[src/rtl/systolic_sequencer_pkg.sv]
// Shared encodings for the systolic instruction sequencer:
// opcodes, instruction field positions, FSM states.
package systolic_sequencer_pkg;

    localparam int INSTR_W  = 64;
    localparam int ADDR15_W = 15;
    localparam int ADDR4_W  = 4;

    localparam logic [3:0] OP_NOP      = 4'd0;
    localparam logic [3:0] OP_LOAD_INP = 4'd1;
    localparam logic [3:0] OP_LOAD_WT  = 4'd2;
    localparam logic [3:0] OP_COMPUTE  = 4'd3;
    localparam logic [3:0] OP_STORE    = 4'd4;
    localparam logic [3:0] OP_SEND     = 4'd5;
    localparam logic [3:0] OP_ACC_CLR  = 4'd6;

    localparam int OPC_HI = 63;
    localparam int OPC_LO = 60;
    localparam int A15_HI = 59;
    localparam int A15_LO = 45;
    localparam int A4_HI  = 47;
    localparam int A4_LO  = 44;
    localparam int CNT_HI = 43;
    localparam int CNT_LO = 40;

    localparam logic [1:0] ST_IDLE    = 2'd0;
    localparam logic [1:0] ST_COMPUTE = 2'd1;
    localparam logic [1:0] ST_DRAIN   = 2'd2;
    localparam logic [1:0] ST_SEND    = 2'd3;

    typedef struct packed {
        logic [3:0]          op;
        logic [ADDR15_W-1:0] addr15;
        logic [ADDR4_W-1:0]  addr4;
        logic [3:0]          cnt4;
        logic [31:0]         data;
    } instr_t;

    function automatic instr_t decode(input logic [INSTR_W-1:0] w);
        instr_t r;
        r.op     = w[OPC_HI:OPC_LO];
        r.addr15 = w[A15_HI:A15_LO];
        r.addr4  = w[A4_HI:A4_LO];
        r.cnt4   = w[CNT_HI:CNT_LO];
        r.data   = w[31:0];
        return r;
    endfunction

endpackage

[src/rtl/systolic_sequencer_if.sv]
// Instruction-buffer handshake between the buffer (master)
// and the sequencer (slave).
interface systolic_sequencer_if;
    import systolic_sequencer_pkg::*;

    logic               instr_valid;
    logic [INSTR_W-1:0] instr;
    logic               instr_ready;

    modport master (
        output instr_valid,
        output instr,
        input  instr_ready
    );

    modport slave (
        input  instr_valid,
        input  instr,
        output instr_ready
    );

endinterface

[src/rtl/systolic_sequencer_seq_counter.sv]
// Loadable down-counter with done flag and an up-running index,
// shared by the COMPUTE, DRAIN and SEND phases.
module seq_counter #(
    parameter int W = 17
) (
    input  logic         clk,
    input  logic         rst,
    input  logic         load,
    input  logic         en,
    input  logic [W-1:0] len,
    output logic         done,
    output logic [W-1:0] idx
);

    logic [W-1:0] cnt;

    // cnt holds the cycles remaining after the current one
    always_ff @(posedge clk or posedge rst) begin
        if (rst) begin
            cnt <= '0;
            idx <= '0;
        end else if (load) begin
            cnt <= len - W'(1);
            idx <= '0;
        end else if (en && (cnt != '0)) begin
            cnt <= cnt - W'(1);
            idx <= idx + W'(1);
        end
    end

    assign done = (cnt == '0);

endmodule

[src/rtl/systolic_sequencer.sv]
// Single-issue instruction sequencer driving buffer loads,
// the systolic compute window, accumulator drain and output send.
module systolic_sequencer
    import systolic_sequencer_pkg::*;
#(
    parameter int ARR_SIZE = 4,
    parameter int K_W      = 16
) (
    input  logic                clk,
    input  logic                rst,
    systolic_sequencer_if.slave ib,
    output logic                inp_buf_we,
    output logic [ADDR15_W-1:0] inp_buf_addr,
    output logic [31:0]         inp_buf_data,
    output logic                wt_buf_we,
    output logic [ADDR15_W-1:0] wt_buf_addr,
    output logic [31:0]         wt_buf_data,
    output logic                mac_en,
    output logic [K_W-1:0]      mac_step,
    output logic                acc_store,
    output logic [ADDR4_W-1:0]  acc_op_addr,
    output logic                acc_reset,
    output logic                op_buf_send,
    output logic [ADDR4_W-1:0]  op_buf_addr,
    output logic                busy,
    output logic                err_illegal
);

    localparam int CW = K_W + 1;

    logic [1:0]     state;
    instr_t         d;
    logic [K_W-1:0] k_in;
    logic [K_W-1:0] k_last;
    logic           accept;
    logic           ctr_load;
    logic           ctr_done;
    logic [CW-1:0]  ctr_len;
    logic [CW-1:0]  ctr_idx;
    logic [CW-1:0]  step_nxt;

    assign d      = decode(ib.instr);
    assign k_in   = ib.instr[K_W-1:0];
    assign accept = ib.instr_valid && ib.instr_ready;
    assign busy   = (state != ST_IDLE);

    assign ib.instr_ready = (state == ST_IDLE) && !rst;

    // Phase lengths; DRAIN has one extra cycle for the acc_reset pulse
    always_comb begin
        ctr_load = 1'b0;
        ctr_len  = '0;
        if (accept) begin
            unique case (1'b1)
                (d.op == OP_COMPUTE) && (k_in != '0): begin
                    ctr_load = 1'b1;
                    ctr_len  = CW'(k_in) + CW'(2 * ARR_SIZE - 2);
                end
                (d.op == OP_STORE): begin
                    ctr_load = 1'b1;
                    ctr_len  = CW'(ARR_SIZE + 1);
                end
                (d.op == OP_SEND): begin
                    ctr_load = 1'b1;
                    ctr_len  = CW'(d.cnt4) + CW'(1);
                end
                default: ;
            endcase
        end
    end

    seq_counter #(.W(CW)) u_ctr (
        .clk  (clk),
        .rst  (rst),
        .load (ctr_load),
        .en   (busy),
        .len  (ctr_len),
        .done (ctr_done),
        .idx  (ctr_idx)
    );

    assign step_nxt = ctr_idx + CW'(1);

    always_ff @(posedge clk or posedge rst) begin
        if (rst) begin
            state        <= ST_IDLE;
            k_last       <= '0;
            inp_buf_we   <= 1'b0;
            inp_buf_addr <= '0;
            inp_buf_data <= '0;
            wt_buf_we    <= 1'b0;
            wt_buf_addr  <= '0;
            wt_buf_data  <= '0;
            mac_en       <= 1'b0;
            mac_step     <= '0;
            acc_store    <= 1'b0;
            acc_op_addr  <= '0;
            acc_reset    <= 1'b0;
            op_buf_send  <= 1'b0;
            op_buf_addr  <= '0;
            err_illegal  <= 1'b0;
        end else begin
            inp_buf_we <= 1'b0;
            wt_buf_we  <= 1'b0;
            acc_reset  <= 1'b0;
            case (state)
                ST_IDLE: if (accept) begin
                    case (d.op)
                        OP_NOP: ;
                        OP_LOAD_INP: begin
                            inp_buf_we   <= 1'b1;
                            inp_buf_addr <= d.addr15;
                            inp_buf_data <= d.data;
                        end
                        OP_LOAD_WT: begin
                            wt_buf_we   <= 1'b1;
                            wt_buf_addr <= d.addr15;
                            wt_buf_data <= d.data;
                        end
                        OP_COMPUTE: if (k_in != '0) begin
                            state    <= ST_COMPUTE;
                            mac_en   <= 1'b1;
                            mac_step <= '0;
                            k_last   <= k_in - K_W'(1);
                        end
                        OP_STORE: begin
                            state       <= ST_DRAIN;
                            acc_store   <= 1'b1;
                            acc_op_addr <= d.addr4;
                        end
                        OP_SEND: begin
                            state       <= ST_SEND;
                            op_buf_send <= 1'b1;
                            op_buf_addr <= d.addr4;
                        end
                        OP_ACC_CLR: acc_reset <= 1'b1;
                        default:    err_illegal <= 1'b1;
                    endcase
                end
                ST_COMPUTE: begin
                    if (ctr_done) begin
                        state    <= ST_IDLE;
                        mac_en   <= 1'b0;
                        mac_step <= '0;
                    end else if (step_nxt <= {1'b0, k_last}) begin
                        mac_step <= step_nxt[K_W-1:0];
                    end else begin
                        mac_step <= k_last;
                    end
                end
                ST_DRAIN: begin
                    if (ctr_done) begin
                        state       <= ST_IDLE;
                        acc_op_addr <= '0;
                    end else if (ctr_idx == CW'(ARR_SIZE - 1)) begin
                        acc_store <= 1'b0;
                        acc_reset <= 1'b1;
                    end else begin
                        acc_op_addr <= acc_op_addr + 4'd1;
                    end
                end
                ST_SEND: begin
                    if (ctr_done) begin
                        state       <= ST_IDLE;
                        op_buf_send <= 1'b0;
                        op_buf_addr <= '0;
                    end else begin
                        op_buf_addr <= op_buf_addr + 4'd1;
                    end
                end
                default: state <= ST_IDLE;
            endcase
        end
    end

endmodule

[src/flat_wrapper.sv]
// flat-port wrapper written by rule: the top's interface ports become plain ports
module systolic_sequencer_flat import systolic_sequencer_pkg::*;
#(
    parameter int ARR_SIZE = 4,
    parameter int K_W      = 16
)
  (clk, rst, inp_buf_we, inp_buf_addr, inp_buf_data, wt_buf_we, wt_buf_addr, wt_buf_data, mac_en, mac_step, acc_store, acc_op_addr, acc_reset, op_buf_send, op_buf_addr, busy, err_illegal, ib_instr_valid, ib_instr, ib_instr_ready);
  systolic_sequencer_if ib_i ();
  input  logic clk;
  input  logic rst;
  output logic inp_buf_we;
  output logic [ADDR15_W-1:0] inp_buf_addr;
  output logic [31:0] inp_buf_data;
  output logic wt_buf_we;
  output logic [ADDR15_W-1:0] wt_buf_addr;
  output logic [31:0] wt_buf_data;
  output logic mac_en;
  output logic [K_W-1:0] mac_step;
  output logic acc_store;
  output logic [ADDR4_W-1:0] acc_op_addr;
  output logic acc_reset;
  output logic op_buf_send;
  output logic [ADDR4_W-1:0] op_buf_addr;
  output logic busy;
  output logic err_illegal;
  input wire logic [$bits(ib_i.instr_valid)-1:0] ib_instr_valid;
  input wire logic [$bits(ib_i.instr)-1:0] ib_instr;
  output wire logic [$bits(ib_i.instr_ready)-1:0] ib_instr_ready;
  assign ib_i.instr_valid = ib_instr_valid;
  assign ib_i.instr = ib_instr;
  assign ib_instr_ready = ib_i.instr_ready;
  systolic_sequencer #(.ARR_SIZE(ARR_SIZE), .K_W(K_W)) u_core (.clk(clk), .rst(rst), .ib(ib_i), .inp_buf_we(inp_buf_we), .inp_buf_addr(inp_buf_addr), .inp_buf_data(inp_buf_data), .wt_buf_we(wt_buf_we), .wt_buf_addr(wt_buf_addr), .wt_buf_data(wt_buf_data), .mac_en(mac_en), .mac_step(mac_step), .acc_store(acc_store), .acc_op_addr(acc_op_addr), .acc_reset(acc_reset), .op_buf_send(op_buf_send), .op_buf_addr(op_buf_addr), .busy(busy), .err_illegal(err_illegal));
endmodule
[config.mk]
export PLATFORM = sky130hd
export DESIGN_NAME = systolic_sequencer_flat
export DESIGN_NICKNAME = d
export VERILOG_FILES = /design/src/rtl/systolic_sequencer_pkg.sv /design/src/rtl/systolic_sequencer_if.sv /design/src/rtl/systolic_sequencer_seq_counter.sv /design/src/rtl/systolic_sequencer.sv /design/src/flat_wrapper.sv
export SDC_FILE = /design/constraint.sdc
export NUM_CORES = 1
export LEC_CHECK = 0
export BUFFER_PORTS_ARGS = -buffer_cell sky130_fd_sc_hd__buf_4
export CORE_AREA = 2 2 131 133
export CTS_CLUSTER_DIAMETER = 40
export CTS_CLUSTER_SIZE = 40
export DETAILED_ROUTE_END_ITERATION = 10
export DIE_AREA = 0 0 133 135
export PLACE_DENSITY = 0.95
export SYNTH_ARGS = -nofsm -noshare
export SYNTH_HDL_FRONTEND = slang
export SYNTH_HIERARCHICAL = 1
export SYNTH_SLANG_ARGS = --single-unit
[constraint.sdc]
create_clock -name clk -period 11.89 [get_ports clk]
set_input_delay 3.567 -clock clk [delete_from_list [all_inputs] [get_ports clk]]
set_output_delay 3.567 -clock clk [all_outputs]
set_load 0.01 [all_outputs]
Word-level counts from Yosys, hierarchy flattened
Cells that the tools add are included.
{ "totals": {"output_inout_bits": 127, "ram_bits": 0, "romBits": 0, "register_bits": 177, "latch_bits": 0, "n_memories": 0} }
{ "classes": {"eq_ne": 23, "n_div": 0, "add_sub_neg": 8, "n_shift": 0, "muxes": 52, "bitwise": 1, "n_lt_le_gt_ge": 1, "n_mul": 0, "n_reduce_logical": 29} }
{ "op_table": {"columns": ["op", "n"], "rows": [
  ["$mux 17", 5],
  ["$mux 16", 5],
  ["$pmux 17 s3", 1],
  ["$sub 17x1->17 const B", 2],
  ["$pmux 16 s2", 1],
  ["$mux 4", 7],
  ["$mux 1", 22],
  ["$reduce_and 4->1", 5],
  ["$add 16x3->17 const B", 1],
  ["$add 17x1->17 const B", 1],
  ["$eq 17x2->1 const B", 1],
  ["$le 17x16->1", 1],
  ["$logic_not 17->1", 1],
  ["$reduce_bool 17->1", 1],
  ["$pmux 4 s2", 2],
  ["$reduce_bool 16->1", 1],
  ["$sub 16x1->16 const B", 1],
  ["$eq 4x3->1 const B", 3],
  ["$reduce_and 3->1", 4],
  ["$ne 2x1->1 const B", 5],
  ["$ne 2x2->1 const B", 5],
  ["$reduce_and 5->1", 2],
  ["$reduce_bool 2->1", 5],
  ["$add 4x1->4 const B", 2],
  ["other kinds (19)", 30]
]} }

Logic depth before layout (Yosys ltp)
{ "depth": {"word_depth": 6, "mapped_depth": 16, "ltp_nobuf": 15} }

Modules after synthesis
Netlist, hierarchy kept.
{ "modules_own_cells": {"columns": ["module", "area_per_inst_um2", "cells_each", "instances", "seq_area_each_um2"], "rows": [
  ["systolic_sequencer", 7269.5, 778, 1, 3578.4],
  ["seq_counter", 2504.9, 279, 1, 850.8]
]} }

Worst setup path after synthesis
Ideal clock, no wire load.
{ "synth_timing": {"kind": "input to output", "from": "input port rst", "to": "output port ib_instr_ready", "stages": 1, "setup_slack_ns": 4.587, "arrival_ns": 3.736, "path_buffers": 0, "cell_sequence": "nor2_1"} }
{ "synth_between": {"elab_chain_cells": 2} }
{ "synth_lines": {"columns": ["element", "line_no", "text"], "rows": [
  ["from (decl)", "flat_wrapper.sv:10", "input logic rst;"],
  ["$logic_not 1->1", "systolic_sequencer.sv:47", "assign ib.instr_ready = (state == ST_IDLE) && !rst;"],
  ["$logic_and 1x1->1", "systolic_sequencer.sv:47", null],
  ["to (decl)", "flat_wrapper.sv:28", "output wire logic [$bits(ib_i.instr_ready)-1:0] ib_instr_ready;"]
]} }
Every way passes these cells.

Worst setup path after layout
{ "layout_timing": {"from": "input port ib_instr[1]", "to": "register u_core.u_ctr.cnt[10]"} }
{ "layout_between": {"elab_chain_cells": 6, "word_cells_on_any_way": 11, "classes_between": "2 x add/sub; 5 x mux; 4 x reduce/logical"} }
{ "layout_lines": {"columns": ["element", "line_no", "text"], "rows": [
  ["from (decl)", "flat_wrapper.sv:27", "input wire logic [$bits(ib_i.instr)-1:0] ib_instr;"],
  ["$reduce_bool 16->1 *", "systolic_sequencer.sv:55", "(d.op == OP_COMPUTE) && (k_in != '0): begin"],
  ["$logic_and 1x1->1 *", "systolic_sequencer.sv:55", null],
  ["$reduce_or 3->1 (no source line) *", null, null],
  ["$mux 1 *", "systolic_sequencer.sv:54", "unique case (1'b1)"],
  ["$mux 1 *", "systolic_sequencer.sv:53", "if (accept) begin"],
  ["net u_core.ctr_load", "systolic_sequencer.sv:36", "logic ctr_load;"],
  ["$mux 17 or $reduce_bool 2->1 (tied branches)", null, null],
  ["to (signal assigned)", "systolic_sequencer_seq_counter.sv:23", "cnt <= len - W'(1);"],
  ["to (signal assigned)", "systolic_sequencer_seq_counter.sv:26", "cnt <= cnt - W'(1);"],
  ["to (decl)", "systolic_sequencer_seq_counter.sv:15", "logic [W-1:0] cnt;"]
]} }
The timed path passes the listed nets; every way through them passes the cells marked *.
A chain may end at the register's enable or synchronous reset.

==> metrics.txt <==
WP data arrival=roughly 8000 ps; reg2reg end=u_core/u_ctr/cnt[9]$_DFFE_PP0P_; R2R Setup Slk=7580 ps; Synth area leaders=dfrtp_1 (45%), nand2_1 (9.2%), mux2_2 (3.7%), ha_1 (3.2%), xor2_1 (3.0%); Final Util=71.8%; H-tree depth=4; slew at the pin with the worst max-slew slack=between 1000 and 1500 ps; hpwl dp=19.1 mm; Post-CTS Resized=0; Hold WC Path Type=flop to flop; Worst Reg-to-Reg Cells=9; antenna fix cells=0; Worst VDD drop=between 0.1 and 0.15 mV; clk_lat worst skew=between 400 and 500 ps; Cell Area, Synth=slightly below 0.01 mm²; max cap viols=0; Syn Area/Cell=between 9 and 10 µm²; CP max stage cell=or4b_1; slew margin rel.=29.8%; share of the synthesized area in the top cell type=between 40% and 50%; Post-Place Worst Slack=3940 ps; vias in the first global route=just under 9k; Cell Chain, Critical Path=buf_4, inv_1, ha_1, or4b_1, nor3_4, nand3_2, a31o_2, nand2_1, inv_2, mux2i_4, ha_1, nor4bb_2, a22oi_1, o311ai_1, o211ai_2, a311o_1; PnR worst setup slack=approximately 4200 ps; Leakage=roughly 5.7 nW; fmax=between 0.1 and 0.15 GHz; most frequent cell after synthesis=nand2_1; register area share after synthesis=45.3%; Post-Route WL=28.3 mm; r2r startpoint=u_core/state[1]$_DFFE_PP0P_; Power Dens Cells=roughly 140 mW/mm²; RSZ-0062 raised after global routing=no; Post-layout nets=around 1.3k; Max clock buf depth=2; via count=around 9k; die height=about 140 µm; critical path class=input port to flop; initial antenna violation count=0; Num Clock Sinks=approximately 180; I/O pin count=around 190; vias per cell=around 6.3; status=complete, no violations; CP Launch Type=input port; die area=approximately 0.018 mm²; Net Count, Synth=approximately 1.1k; worst path required time=12200 ps; Min Clock Period, post-route=7670 ps; I/O Buffers=185; die width=approximately 130 µm; DRC violations left=0; Hold Path Depth=2; Netlist cell types=87; Area Growth Syn to Fin=20.5%; Async SR Flop Fraction=100%; Max stage delay on crit path=around 560 ps; CTS buffer count=17; clk_skew=7.74 ps; biggest area consumer among synthesized cells=dfrtp_1; gpl congestion=0.923; DR iter-0 viols=1190; first drt pass iteration count=5; warnings from Yosys=6; first-pass GRT wire length=between 40 and 50 mm; CTS tree=done; Final Max Tran Viols=0; multi-input logic area=0.00489 mm²; Sequential cell area=0.00443 mm²; CP dominant cell by count=ha_1; Min-Delay Endpoint=u_core/inp_buf_data[30]$_DFFE_PP0P_; Power, Total=about 1.6 mW; Hold Fails Final Rpt=0; post-CTS setup buffers=0; Crit. End Element=flop; Initial Util=approximately three fifths; largest net degree at the start of global routing=75; post-route ant nets=0; hold path start=u_core/inp_buf_data[30]$_DFFE_PP0P_; Std-Cell Rows=47; ys flop type=dfrtp_1; Core Box Area=around 0.016 mm²; worst-path maximum fanout=7; Fillers=between 1k and 1.5k; CTS clk-pin slew, worst paths=around 70 ps; layout cells sized above 1=about a quarter; Setup violations, final=0; crit share post-route=between 60% and 70%; synthesis-stage register bit count=between 150 and 200; Routed WL per cell=19.7 µm; Post-synth EDFFs=0; clock root buffer=clkbuf_16; GRT Util Overall=around a third; global route total overflow=0; most frequent cells after synthesis=nand2_1 (239), dfrtp_1 (177), nor2_1 (73); Setup TNS Final=0 ps; cell count after synthesis=around 1.1k; # hold bufs at CTS=0
-- worst max-delay path by stage --
stage / startpoint / endpoint / slack (ps) / depth (start not counted)
after floorplan: rst / u_core/acc_op_addr[0]$_DFFE_PP0P_ / 4490 / 1
after global placement: ib_instr[1] / u_core/u_ctr/cnt[10]$_DFFE_PP0P_ / 4090 / 16
after detailed placement: ib_instr[1] / u_core/u_ctr/cnt[10]$_DFFE_PP0P_ / 3940 / 16
after CTS: ib_instr[1] / u_core/u_ctr/cnt[10]$_DFFE_PP0P_ / 4300 / 16
after global routing: ib_instr[1] / u_core/u_ctr/cnt[10]$_DFFE_PP0P_ / 4050 / 16
final: ib_instr[1] / u_core/u_ctr/cnt[10]$_DFFE_PP0P_ / 4220 / 16
-- metal layers --
metal	global-route usage (%)	wire, µm	up-vias
met5	0	0	-
met4	12.4	962	0
met3	8.90	2850	115
met2	54.2	13900	605
met1	38.7	10600	4293
li1	-	-	3998
-- placed cells by master (no fill, tap or decap), types with 6 or more instances in the layout --
cell / count
nand2_1: 238
buf_4: 192
dfrtp_1: 177
nor2_1: 73
a21oi_1: 40
inv_1: 36
nand3_1: 36
xor2_1: 33
mux2_2: 32
o21ai_0: 27
nand4_1: 26
xnor2_1: 25
ha_1: 25
clkbuf_16: 17
nor3_1: 17
and3_1: 13
nor4_1: 12
or3_1: 12
o311ai_1: 12
o211ai_1: 8
o31ai_1: 7
o311ai_0: 7
nor4b_1: 6
nor4_2: 6
mux2i_1: 6
-- flip-flops by register name (all words and copies together), names as in the netlist, 2 cells and up --
name and cells:
u_core/wt_buf_addr 15, u_core/k_last 16, u_core/u_ctr/idx 17, u_core/inp_buf_addr 15, u_core/inp_buf_data 32, u_core/acc_op_addr 4, u_core/mac_step 16, u_core/op_buf_addr 4
u_core/u_ctr/cnt 17, u_core/state 2, u_core/wt_buf_data 32
-- where the power goes --
| group | internal [mW] | leakage, nW | switching [mW] |
|---|---|---|---|
| registers | 0.644 | 2.26 | 0.0832 |
| logic | 0.125 | 3.16 | 0.171 |
| clock network | 0.321 | 0.287 | 0.250 |
| total | 1.09 | 5.71 | 0.504 |
-- area by class of cell --
| class | instances | share of cell area [%] |
|---|---|---|
| clock inverter | 12 | 1.26 |
| inverter | 38 | 1.25 |
| timing repair buffer | 192 | 12.2 |
| multi-input combinational | 780 | 41.5 |
| sequential | 177 | 37.6 |
| clock buffer | 20 | 3.79 |
| tap | 220 | 2.34 |
-- kinds of logic (layout without fill, tap and decap cells) --
logic type	count (synthesis)	in the layout	share of synthesized area, %
AOI/OAI and AO/OA	160	160	11.3
adders and majority gates	25	25	3.20
buffers and inverters	100	262	4.72
xor gates and xnor gates	58	58	5.20
DFF	177	177	45.3
muxes	40	40	4.76
and+or+nand+nor	497	497	25.5
-- critical path: cells and delay by family --
kind,cells,cell delay (ps)
AOI/OAI and AO/OA,5,1500
muxes,1,270
buffers and inverters,3,470
adders and majority gates,2,520
and+or+nand+nor,5,1650
-- stage by stage --
stage | cells | hold slack [ps] | instance area, µm²
2_1_floorplan | 1057 | 449 | 9770
3_3_place_gp | 1407 | 461 | 11200
3_5_place_dp | 1407 | 464 | 11200
4_1_cts | 1439 | 481 | 11800
5_1_grt | 1439 | 493 | 11800
6_report | 1439 | 480 | 11800
Power figures use the tool's default switching activity.
